===== src/rtl/ym_seq_pkg.sv =====
// Shared types and algorithm routing tables for the FM slot sequencer.
// Routing tables are indexed by the 3-bit algorithm number.
package ym_seq_pkg;

  typedef enum logic [1:0] {
    OP4 = 2'd0,
    OP1 = 2'd1,
    OP3 = 2'd2,
    OP2 = 2'd3
  } op_grp_t;

  typedef logic [2:0] alg_t;

  // Bit n set means the control is active for algorithm n
  localparam logic [7:0] OP2_AT_OP4  = 8'h07;
  localparam logic [7:0] OP2_AT_OP3  = 8'h08;
  localparam logic [7:0] CUR1_AT_OP3 = 8'h04;
  localparam logic [7:0] CUR2_AT_OP1 = 8'h79;
  localparam logic [7:0] CUR2_AT_OP3 = 8'h1B;
  localparam logic [7:0] OP10_AT_OP4 = 8'h22;
  localparam logic [7:0] OP10_AT_OP3 = 8'h24;
  localparam logic [7:0] OUT_AT_OP1  = 8'h80;
  localparam logic [7:0] OUT_AT_OP3  = 8'hE0;
  localparam logic [7:0] OUT_AT_OP2  = 8'hF0;

endpackage


===== src/rtl/ym_slot_cnt.sv =====
// Channel / operator-group slot counter with carry, resync and
// asynchronous reset; also tracks the flat slot index.
module ym_slot_cnt #(
  parameter int N_CH = 6,
  parameter int SW   = 5
) (
  input  logic          mclk_i,
  input  logic          rst_ni,
  input  logic          slot_en_i,
  input  logic          sync_i,
  output logic [SW-1:0] slot_o,
  output logic [2:0]    ch_o,
  output logic [1:0]    grp_o
);

  localparam logic [2:0]    CH_MAX   = 3'(N_CH - 1);
  localparam logic [SW-1:0] SLOT_MAX = SW'(4 * N_CH - 1);

  logic [SW-1:0] slot_q, slot_d;
  logic [2:0]    ch_q, ch_d;
  logic [1:0]    grp_q, grp_d;

  always_ff @(posedge mclk_i or negedge rst_ni) begin
    if (!rst_ni) begin
      slot_q <= '0;
      ch_q   <= '0;
      grp_q  <= '0;
    end else begin
      slot_q <= slot_d;
      ch_q   <= ch_d;
      grp_q  <= grp_d;
    end
  end

  always_comb begin
    slot_d = slot_q;
    ch_d   = ch_q;
    grp_d  = grp_q;
    if (sync_i) begin
      slot_d = '0;
      ch_d   = '0;
      grp_d  = '0;
    end else if (slot_en_i) begin
      if (ch_q == CH_MAX) begin
        ch_d  = '0;
        grp_d = grp_q + 2'd1;
      end else begin
        ch_d = ch_q + 3'd1;
      end
      slot_d = (slot_q == SLOT_MAX) ? '0 : slot_q + 1'b1;
    end
  end

  assign slot_o = slot_q;
  assign ch_o   = ch_q;
  assign grp_o  = grp_q;

endmodule


===== src/rtl/ym_slot_seq.sv =====
// FM operator-slot sequencer: slot/channel/group selects, timer edge,
// feedback select and routing decode. YM_SEQ_DAC_EN adds DAC strobes.
module ym_slot_seq
  import ym_seq_pkg::*;
#(
  parameter int N_CH       = 6,
  parameter int CH3_IDX    = 2,
  parameter int TIMER_SLOT = 2,
`ifdef YM_SEQ_DAC_EN
  parameter int DAC_PERIOD = 4,
  parameter int DAC_LAST   = 4,
`endif
  localparam int N_SLOT = 4 * N_CH,
  localparam int SW     = $clog2(N_SLOT)
) (
  input  logic          MCLK,
  input  logic          reset_n,
  input  logic          slot_en,
  input  logic          sync,
  input  logic [2:0]    connect,
  output logic [SW-1:0] slot,
  output logic [2:0]    ch,
  output logic [1:0]    op_grp,
  output logic          sel0,
  output logic          sel_last,
  output logic          ch3_sel,
  output logic          timer_ed,
  output logic          alg_fb_sel,
  output logic          alg_op2,
  output logic          alg_cur1,
  output logic          alg_cur2,
  output logic          alg_op1_0,
  output logic          alg_out
`ifdef YM_SEQ_DAC_EN
  ,
  output logic          dac_load,
  output logic          dac_out_sel,
  output logic          dac_last_ch
`endif
);

  localparam logic [SW-1:0] T_SLOT = SW'(TIMER_SLOT);
  localparam logic [SW-1:0] L_SLOT = SW'(N_SLOT - 1);

  logic [SW-1:0] slot_w;
  logic [2:0]    ch_w;
  logic [1:0]    grp_w;
  op_grp_t       grp;
  alg_t          a;

  logic [SW-1:0] prev_q;
  logic          fb_q, fb_d;

  ym_slot_cnt #(
    .N_CH (N_CH),
    .SW   (SW)
  ) u_cnt (
    .mclk_i    (MCLK),
    .rst_ni    (reset_n),
    .slot_en_i (slot_en),
    .sync_i    (sync),
    .slot_o    (slot_w),
    .ch_o      (ch_w),
    .grp_o     (grp_w)
  );

  assign grp = op_grp_t'(grp_w);
  assign a   = connect;

  always_ff @(posedge MCLK or negedge reset_n) begin
    if (!reset_n) begin
      prev_q <= '0;
      fb_q   <= 1'b0;
    end else begin
      prev_q <= slot_w;
      fb_q   <= fb_d;
    end
  end

  always_comb begin
    fb_d = fb_q;
    if (slot_en) fb_d = (grp == OP2);
  end

  assign slot       = slot_w;
  assign ch         = ch_w;
  assign op_grp     = grp_w;
  assign sel0       = (slot_w == '0);
  assign sel_last   = (slot_w == L_SLOT);
  assign ch3_sel    = (ch_w == 3'(CH3_IDX));
  // Pulse only while the slot differs from the one seen last MCLK
  assign timer_ed   = (slot_w == T_SLOT) && (prev_q != T_SLOT);
  assign alg_fb_sel = ~fb_q;

  always_comb begin
    alg_op2   = 1'b0;
    alg_cur1  = 1'b0;
    alg_cur2  = 1'b0;
    alg_op1_0 = 1'b0;
    alg_out   = 1'b0;
    unique case (1'b1)
      grp == OP4: begin
        alg_op2   = OP2_AT_OP4[a];
        alg_op1_0 = OP10_AT_OP4[a];
        alg_out   = 1'b1;
      end
      grp == OP1: begin
        alg_cur2 = CUR2_AT_OP1[a];
        alg_out  = OUT_AT_OP1[a];
      end
      grp == OP3: begin
        alg_op2   = OP2_AT_OP3[a];
        alg_cur1  = CUR1_AT_OP3[a];
        alg_cur2  = CUR2_AT_OP3[a];
        alg_op1_0 = OP10_AT_OP3[a];
        alg_out   = OUT_AT_OP3[a];
      end
      grp == OP2: begin
        alg_op1_0 = 1'b1;
        alg_out   = OUT_AT_OP2[a];
      end
      default: ;
    endcase
  end

`ifdef YM_SEQ_DAC_EN
  logic [31:0] slot_n;
  assign slot_n      = 32'(slot_w);
  assign dac_load    = (slot_n % DAC_PERIOD) == 32'd0;
  assign dac_out_sel = slot_n >= 32'(N_SLOT / 2);
  assign dac_last_ch = (slot_n >= 32'(DAC_LAST))
                    && (slot_n < 32'(DAC_LAST + 4));
`endif

endmodule


===== config.mk =====
export PLATFORM = sky130hd
export DESIGN_NAME = ym_slot_seq
export DESIGN_NICKNAME = d
export VERILOG_FILES = /design/src/rtl/ym_seq_pkg.sv /design/src/rtl/ym_slot_cnt.sv /design/src/rtl/ym_slot_seq.sv
export SDC_FILE = /design/constraint.sdc
export NUM_CORES = 1
export LEC_CHECK = 0
export CAP_MARGIN = 0
export CORE_ASPECT_RATIO = 2
export CORE_MARGIN = 2
export CORE_UTILIZATION = 36
export DETAILED_ROUTE_END_ITERATION = 7
export PLACE_DENSITY_LB_ADDON = 0.3
export SYNTH_ARGS = -nofsm -noshare
export SYNTH_HDL_FRONTEND = slang
export SYNTH_HIERARCHICAL = 1
export SYNTH_SLANG_ARGS = --single-unit

===== constraint.sdc =====
create_clock -name MCLK -period 1.09 [get_ports MCLK]
set_input_delay 0.218 -clock MCLK [delete_from_list [all_inputs] [get_ports MCLK]]
set_output_delay 0.218 -clock MCLK [all_outputs]
set_load 0.02 [all_outputs]

# --- Word level (Yosys, flattened, before mapping) ---
# Memory sizes are Yosys's and may differ from the RTL's.
# Index checks and enable logic that the tools add are counted.
totals:
  input_bits: 7
  regBits: 16
  mem_count: 10
  word_cells: 58
  romBits: 80
op_classes:
  n_lt_le_gt_ge: 1
  n_bitwise: 1
  n_reduce_logical: 6
  n_eq_ne: 8
  muxes: 24
  n_addsub: 3
memory_table:
  columns: ["memory", "depth", "width", "read_ports", "rd_ports_with_merged_regs", "write_ports", "line_no", "text"]
  rows:
  - ["(name not given)", 8, 1, 1, 0, 0, "ym_slot_seq.sv:120", "alg_out = OUT_AT_OP2[a];"]
  - ["(name not given)", 8, 1, 1, 0, 0, "ym_slot_seq.sv:116", "alg_out = OUT_AT_OP3[a];"]
  - ["(name not given)", 8, 1, 1, 0, 0, "ym_slot_seq.sv:115", "alg_op1_0 = OP10_AT_OP3[a];"]
  - ["(name not given)", 8, 1, 1, 0, 0, "ym_slot_seq.sv:114", "alg_cur2 = CUR2_AT_OP3[a];"]
  - ["(name not given)", 8, 1, 1, 0, 0, "ym_slot_seq.sv:113", "alg_cur1 = CUR1_AT_OP3[a];"]
  - ["(name not given)", 8, 1, 1, 0, 0, "ym_slot_seq.sv:112", "alg_op2 = OP2_AT_OP3[a];"]
  - ["4 more memories", null, null, null, null, null, null, null]
ops:
  columns: ["cell", "n"]
  rows:
  - ["$mux 5", 3]
  - ["$mux 1", 11]
  - ["$mux 3", 3]
  - ["$mux 2", 3]
  - ["$add 5x1->5 const B", 1]
  - ["$eq 5x2->1 const B", 1]
  - ["$eq 5x5->1 const B", 1]
  - ["$logic_not 5->1", 1]
  - ["$ne 5x2->1 const B", 1]
  - ["$eq 2x2->1 const B", 2]
  - ["$lt 3x4->1 const B", 1]
  - ["$pmux 1 s2", 2]
  - ["$pmux 1 s4", 1]
  - ["$reduce_bool 2->1", 2]
  - ["$add 3x1->3 const B", 1]
  - ["$eq 3x2->1 const B", 1]
  - ["$eq 3x3->1 const B", 1]
  - ["$pmux 1 s3", 1]
  - ["$add 2x1->2 const B", 1]
  - ["$eq 2x1->1 const B", 1]
  - ["$logic_not 2->1", 1]
  - ["$reduce_and 2->1", 1]
  - ["$logic_and 1x1->1", 1]
  - ["$not 1->1", 1]

# --- Longest topological paths before layout ---
logic_depth:
  depth_word: 4
  depth_mapped: 4
  depth_no_buf: 4

# --- Modules after synthesis ---
# Netlist, hierarchy kept.
by_module_without_submodules:
  columns: ["module", "n_inst", "area_each_um2", "cells_per_inst"]
  rows:
  - ["ym_slot_cnt", 1, 526.8, 51]
  - ["ym_slot_seq", 1, 483.0, 51]

# --- Worst setup path after synthesis ---
# OpenSTA, ideal clock, no wires.
synth_path:
  kind: "reg2out"
  from: "register u_cnt.grp_q[0], in the netlist u_cnt/grp_o[0]"
  to: "output port alg_out"
  path_stages_with_launch: 5
  path_slack_ps: -662
  arrival_ps: 1534
  t_required_ps: 872
  path_cell_list: "dfrtp_1 > inv_1 > ha_1 > and2_1 > o31ai_1"
synth_between:
  elab_chain_cells: 2
synth_lines:
  columns: ["element", "line_no", "text"]
  rows:
  - ["from (decl)", "ym_slot_cnt.sv:21", "logic [1:0] grp_q, grp_d;"]
  - ["from (signal assigned)", "ym_slot_cnt.sv:31", "grp_q <= grp_d;"]
  - ["$eq 2x2->1, or another cell as far along", "ym_slot_seq.sv:118", "grp == OP2: begin"]
  - ["$pmux 1 s4 (*)", "ym_slot_seq.sv:101", "unique case (1'b1)"]
  - ["to (decl)", "ym_slot_seq.sv:33", "output logic alg_out"]
# Mark *: on every way between the ends. The rest lies on a longest branch, timed or not.

# --- Worst setup path in the final report ---
layout_path:
  from: "register u_cnt.grp_q[1], in the netlist u_cnt/grp_o[1]"
  to: "output port alg_out"
# The elaborated chain is that of the path after synthesis.

==> impl_metrics.csv <==
group,metric,value,unit
drt,totalWireLength,2.85,mm
pwr,p_leak,0.000872,µW
worst_setup_path,path_class,"reg -> out",
pwr,pwr-share-clk,33.1,%
worst_setup_path,crit_path_start_kind,"register",
drt,post_drt_wl_per_cell,14.6,µm
placed_design,post-place-ws,-1190,ps
yosys,synth-edff-count,0,
timing,finalSetupViolations,28,
yosys,syn-num-nets,120,
clocking,cts_tree,"built",
timing,setup_tns,-6590,ps
yosys,syn_inst,102,
worst_setup_path,crit_chain,"inv_4, ha_4, nand2_2, o31ai_4, buf_6",
drt,ant_nets,0,
timing,hold_violations,0,
floorplan,start_util,37.4,%
grt,grt_pass1_vias,1092,
pwr,p_sw,402,µW
timing,final_max_slew_viol_count,0,
timing,relSlewSlack,84.7,%
floorplan,ios,27,
worst_setup_path,reg2reg_from,"u_cnt/slot_o[0]",
worst_setup_path,endpoint_kind,"primary output",
worst_setup_path,required,870,ps
worst_setup_path,arrival,1440,ps
floorplan,num_rows,27,
worst_setup_path,crit_path_start,"u_cnt/grp_o[1]",
clocking,path_clk_slew,60,ps
yosys,yosysSeqAreaShare,39.7,%
worst_setup_path,r2r_end,"u_cnt/slot_o[3]",
timing,fmax,602,MHz
grt,track_usage,17.9,%
drt,routed_via_density,5.10,
floorplan,fp.dieArea,3270,µm²
job,cap_violations,0,
pwr,p_comb_share,26.3,%
worst_setup_path,r2r_cells,6,
pwr,pwr-share-seq,40.6,%
drt,first_pass_iters,4,
drt,drt-initial-drc-count,8,
pwr,swShare,25.7,%
yosys,syn_avg_cell_area,9.90,µm²
floorplan,die_h,78.9,µm
timing,rsz0062_at_grt,"true",
run_status,outcome,"finished with violations",
floorplan,die_x,41.5,µm
clocking,cts_root_buf,"clkbuf_8",
run_status,violations,"setup timing",
worst_setup_path,crit_fanout,5,
timing,skew,0.540,ps
timing,fin_crit,1660,ps
finish,nets,185,
yosys,ys_warn_count,6,
yosys,synthArstFlopShare,100,%
clocking,cts_buffers,3,
clocking,h-tree-depth,1,
worst_setup_path,crit_path_end,"alg_out",
finish,synthToLayoutAreaGrowth,88.8,%
pwr,fin_total_pwr,1560,µW
floorplan,core,2700,µm²
grt,grt_pass1_wl,4.60,mm
yosys,synthFlopType,"dfrtp_1",
grt,grt_max_degree,17,
hold_path,hold_path_class,"in -> async",
clocking,cts_buffer_depth,2,
worst_setup_path,crit_path_top_delay_cell,"dfrtp_2",
placed_design,gp_congestion,0.859,
drt,vias,994,
yosys,ys_types,35,
timing,worst_slack,-570,ps
timing,period_share,152,%
yosys,synth_area,1010,µm²
drt,remaining_drc_errors,0,
grt,grt_antenna_before_repair,0,
pwr,irDropWorstVdd,646,µV
grt,grt_overflow,0,
clocking,insertion_delay,240,ps
yosys,synth-seq-cells,16,
worst_setup_path,rrSetupSlack,-300,ps
worst_setup_path,slowest_delay,460,ps
placed_design,dpl.hpwl,2.03,mm
pwr,power_density,819,nW/µm²
clocking,cts_num_sinks,16,
pwr,p_int,1160,µW
finish,n_antenna_cell,0,
finish,drive_gt1_share,62.0,%
placed_design,port_buffers,26,
timing,worst_slew_pin_slew,228,ps
[worst max-delay path: cells and delay by family (launching register included)]
family,cells,cell delay [ps]
DFF,1,460
AOI/OAI and AO/OA,1,170
adders and majority gates,1,280
buffers and inverters,2,210
and+or+nand+nor,1,60
[through the flow]
stage	util, %	hold slack [ps]	instance area, µm²	instances
2_1_floorplan	-	-77.6	1130	102
3_3_place_gp	58.8	538	1590	178
3_5_place_dp	58.8	544	1590	178
4_1_cts	65.6	290	1770	188
5_1_grt	70.6	321	1910	195
6_report	70.6	287	1910	195
[worst min path at each step]
stage | end | start | cells after the start | slack, ps
final | u_cnt/ch_o[1] | reset_n | 2 | 290
after global routing | u_cnt/ch_o[0] | reset_n | 2 | 320
after CTS | u_cnt/ch_o[2] | reset_n | 2 | 290
after detailed placement | prev_q[4] | u_cnt/slot_o[4] | 1 | 540
after global placement | prev_q[4] | u_cnt/slot_o[4] | 1 | 540
after floorplan | fb_q | reset_n | 0 | -80
[synth_stat cells (all sizes together), types with 3 or more instances]
cell    instances  area share, %
nor2b           3            1.9
nor2           11            5.1
nand4b          3            4.1
o21ai           3            1.5
nand2          12            4.5
a21oi           5            2.5
dfrtp          16             40
ha             11             14
mux2            3            3.7
nand3           3            1.5
inv             8            3.0
[layout make-up]
class                   count  area [µm²]
clock buffers               4        55.1
multi-input cells          75         754
inverters                   8        35.0
repair buffers             63         613
flip-flops and latches     16         413
well taps                  29        36.3
fillers                   212         796
[cells in the final DEF (no fill, tap or decap), drive strengths merged, types with 2 or more instances in the layout]
| cell | n |
|---|---|
| a21oi | 5 |
| nor3b | 2 |
| clkdlybuf4s50 | 4 |
| o21ai | 3 |
| nand4b | 3 |
| mux2 | 3 |
| nand2b | 2 |
| buf | 57 |
| ha | 11 |
| mux2i | 2 |
| nor2b | 3 |
| dfrtp | 16 |
| nand3 | 3 |
| dlygate4sd2 | 2 |
| nand2 | 12 |
| nor2 | 11 |
| clkbuf | 4 |
| xnor2 | 2 |
| inv | 8 |
[power by group through the flow]
stage	registers (µW)	logic [µW]	clock network (µW)
final	633	411	517
after global routing	636	437	550
after CTS	634	366	535
after detailed placement	641	324	0
after global placement	640	314	0
after floorplan	676	124	0
[routing by layer]
layer / vias to the layer above / global-route usage, % / wire, µm
li1: 475 / - / -
met2: 22 / 35.8 / 1730
met4: 0 / 10.3 / 90
met3: 8 / 1.59 / 71
met1: 489 / 16.5 / 960
met5: - / 0 / 0
[timing repair]
| action | CTS | global route |
|---|---|---|
| endpoints found under the setup margin | 27 | 29 |
| gates resized for setup | 141 | 18 |
| hold buffers | 0 | 0 |
| pin swaps | 4 | 8 |
| setup buffers | 6 | 8 |
[state kept, by name, summed over array words and instances (netlist names)]
register      flops
prev_q            5
u_cnt/ch_o        3
u_cnt/grp_o       2
u_cnt/slot_o      5
fb_q              1
[cells by family (layout without fill, tap and decap cells)]
kind of cell	after synthesis	after routing	share of synthesized area [%]
flops	16	16	39.7
xor+xnor	3	3	2.60
fa+ha+maj	11	11	13.6
simple gates	42	42	24.7
mux	5	5	5.70
buf+inv	11	75	5.08
compound gates	14	14	8.67
Note: power is estimated with default switching activity, not from simulation.
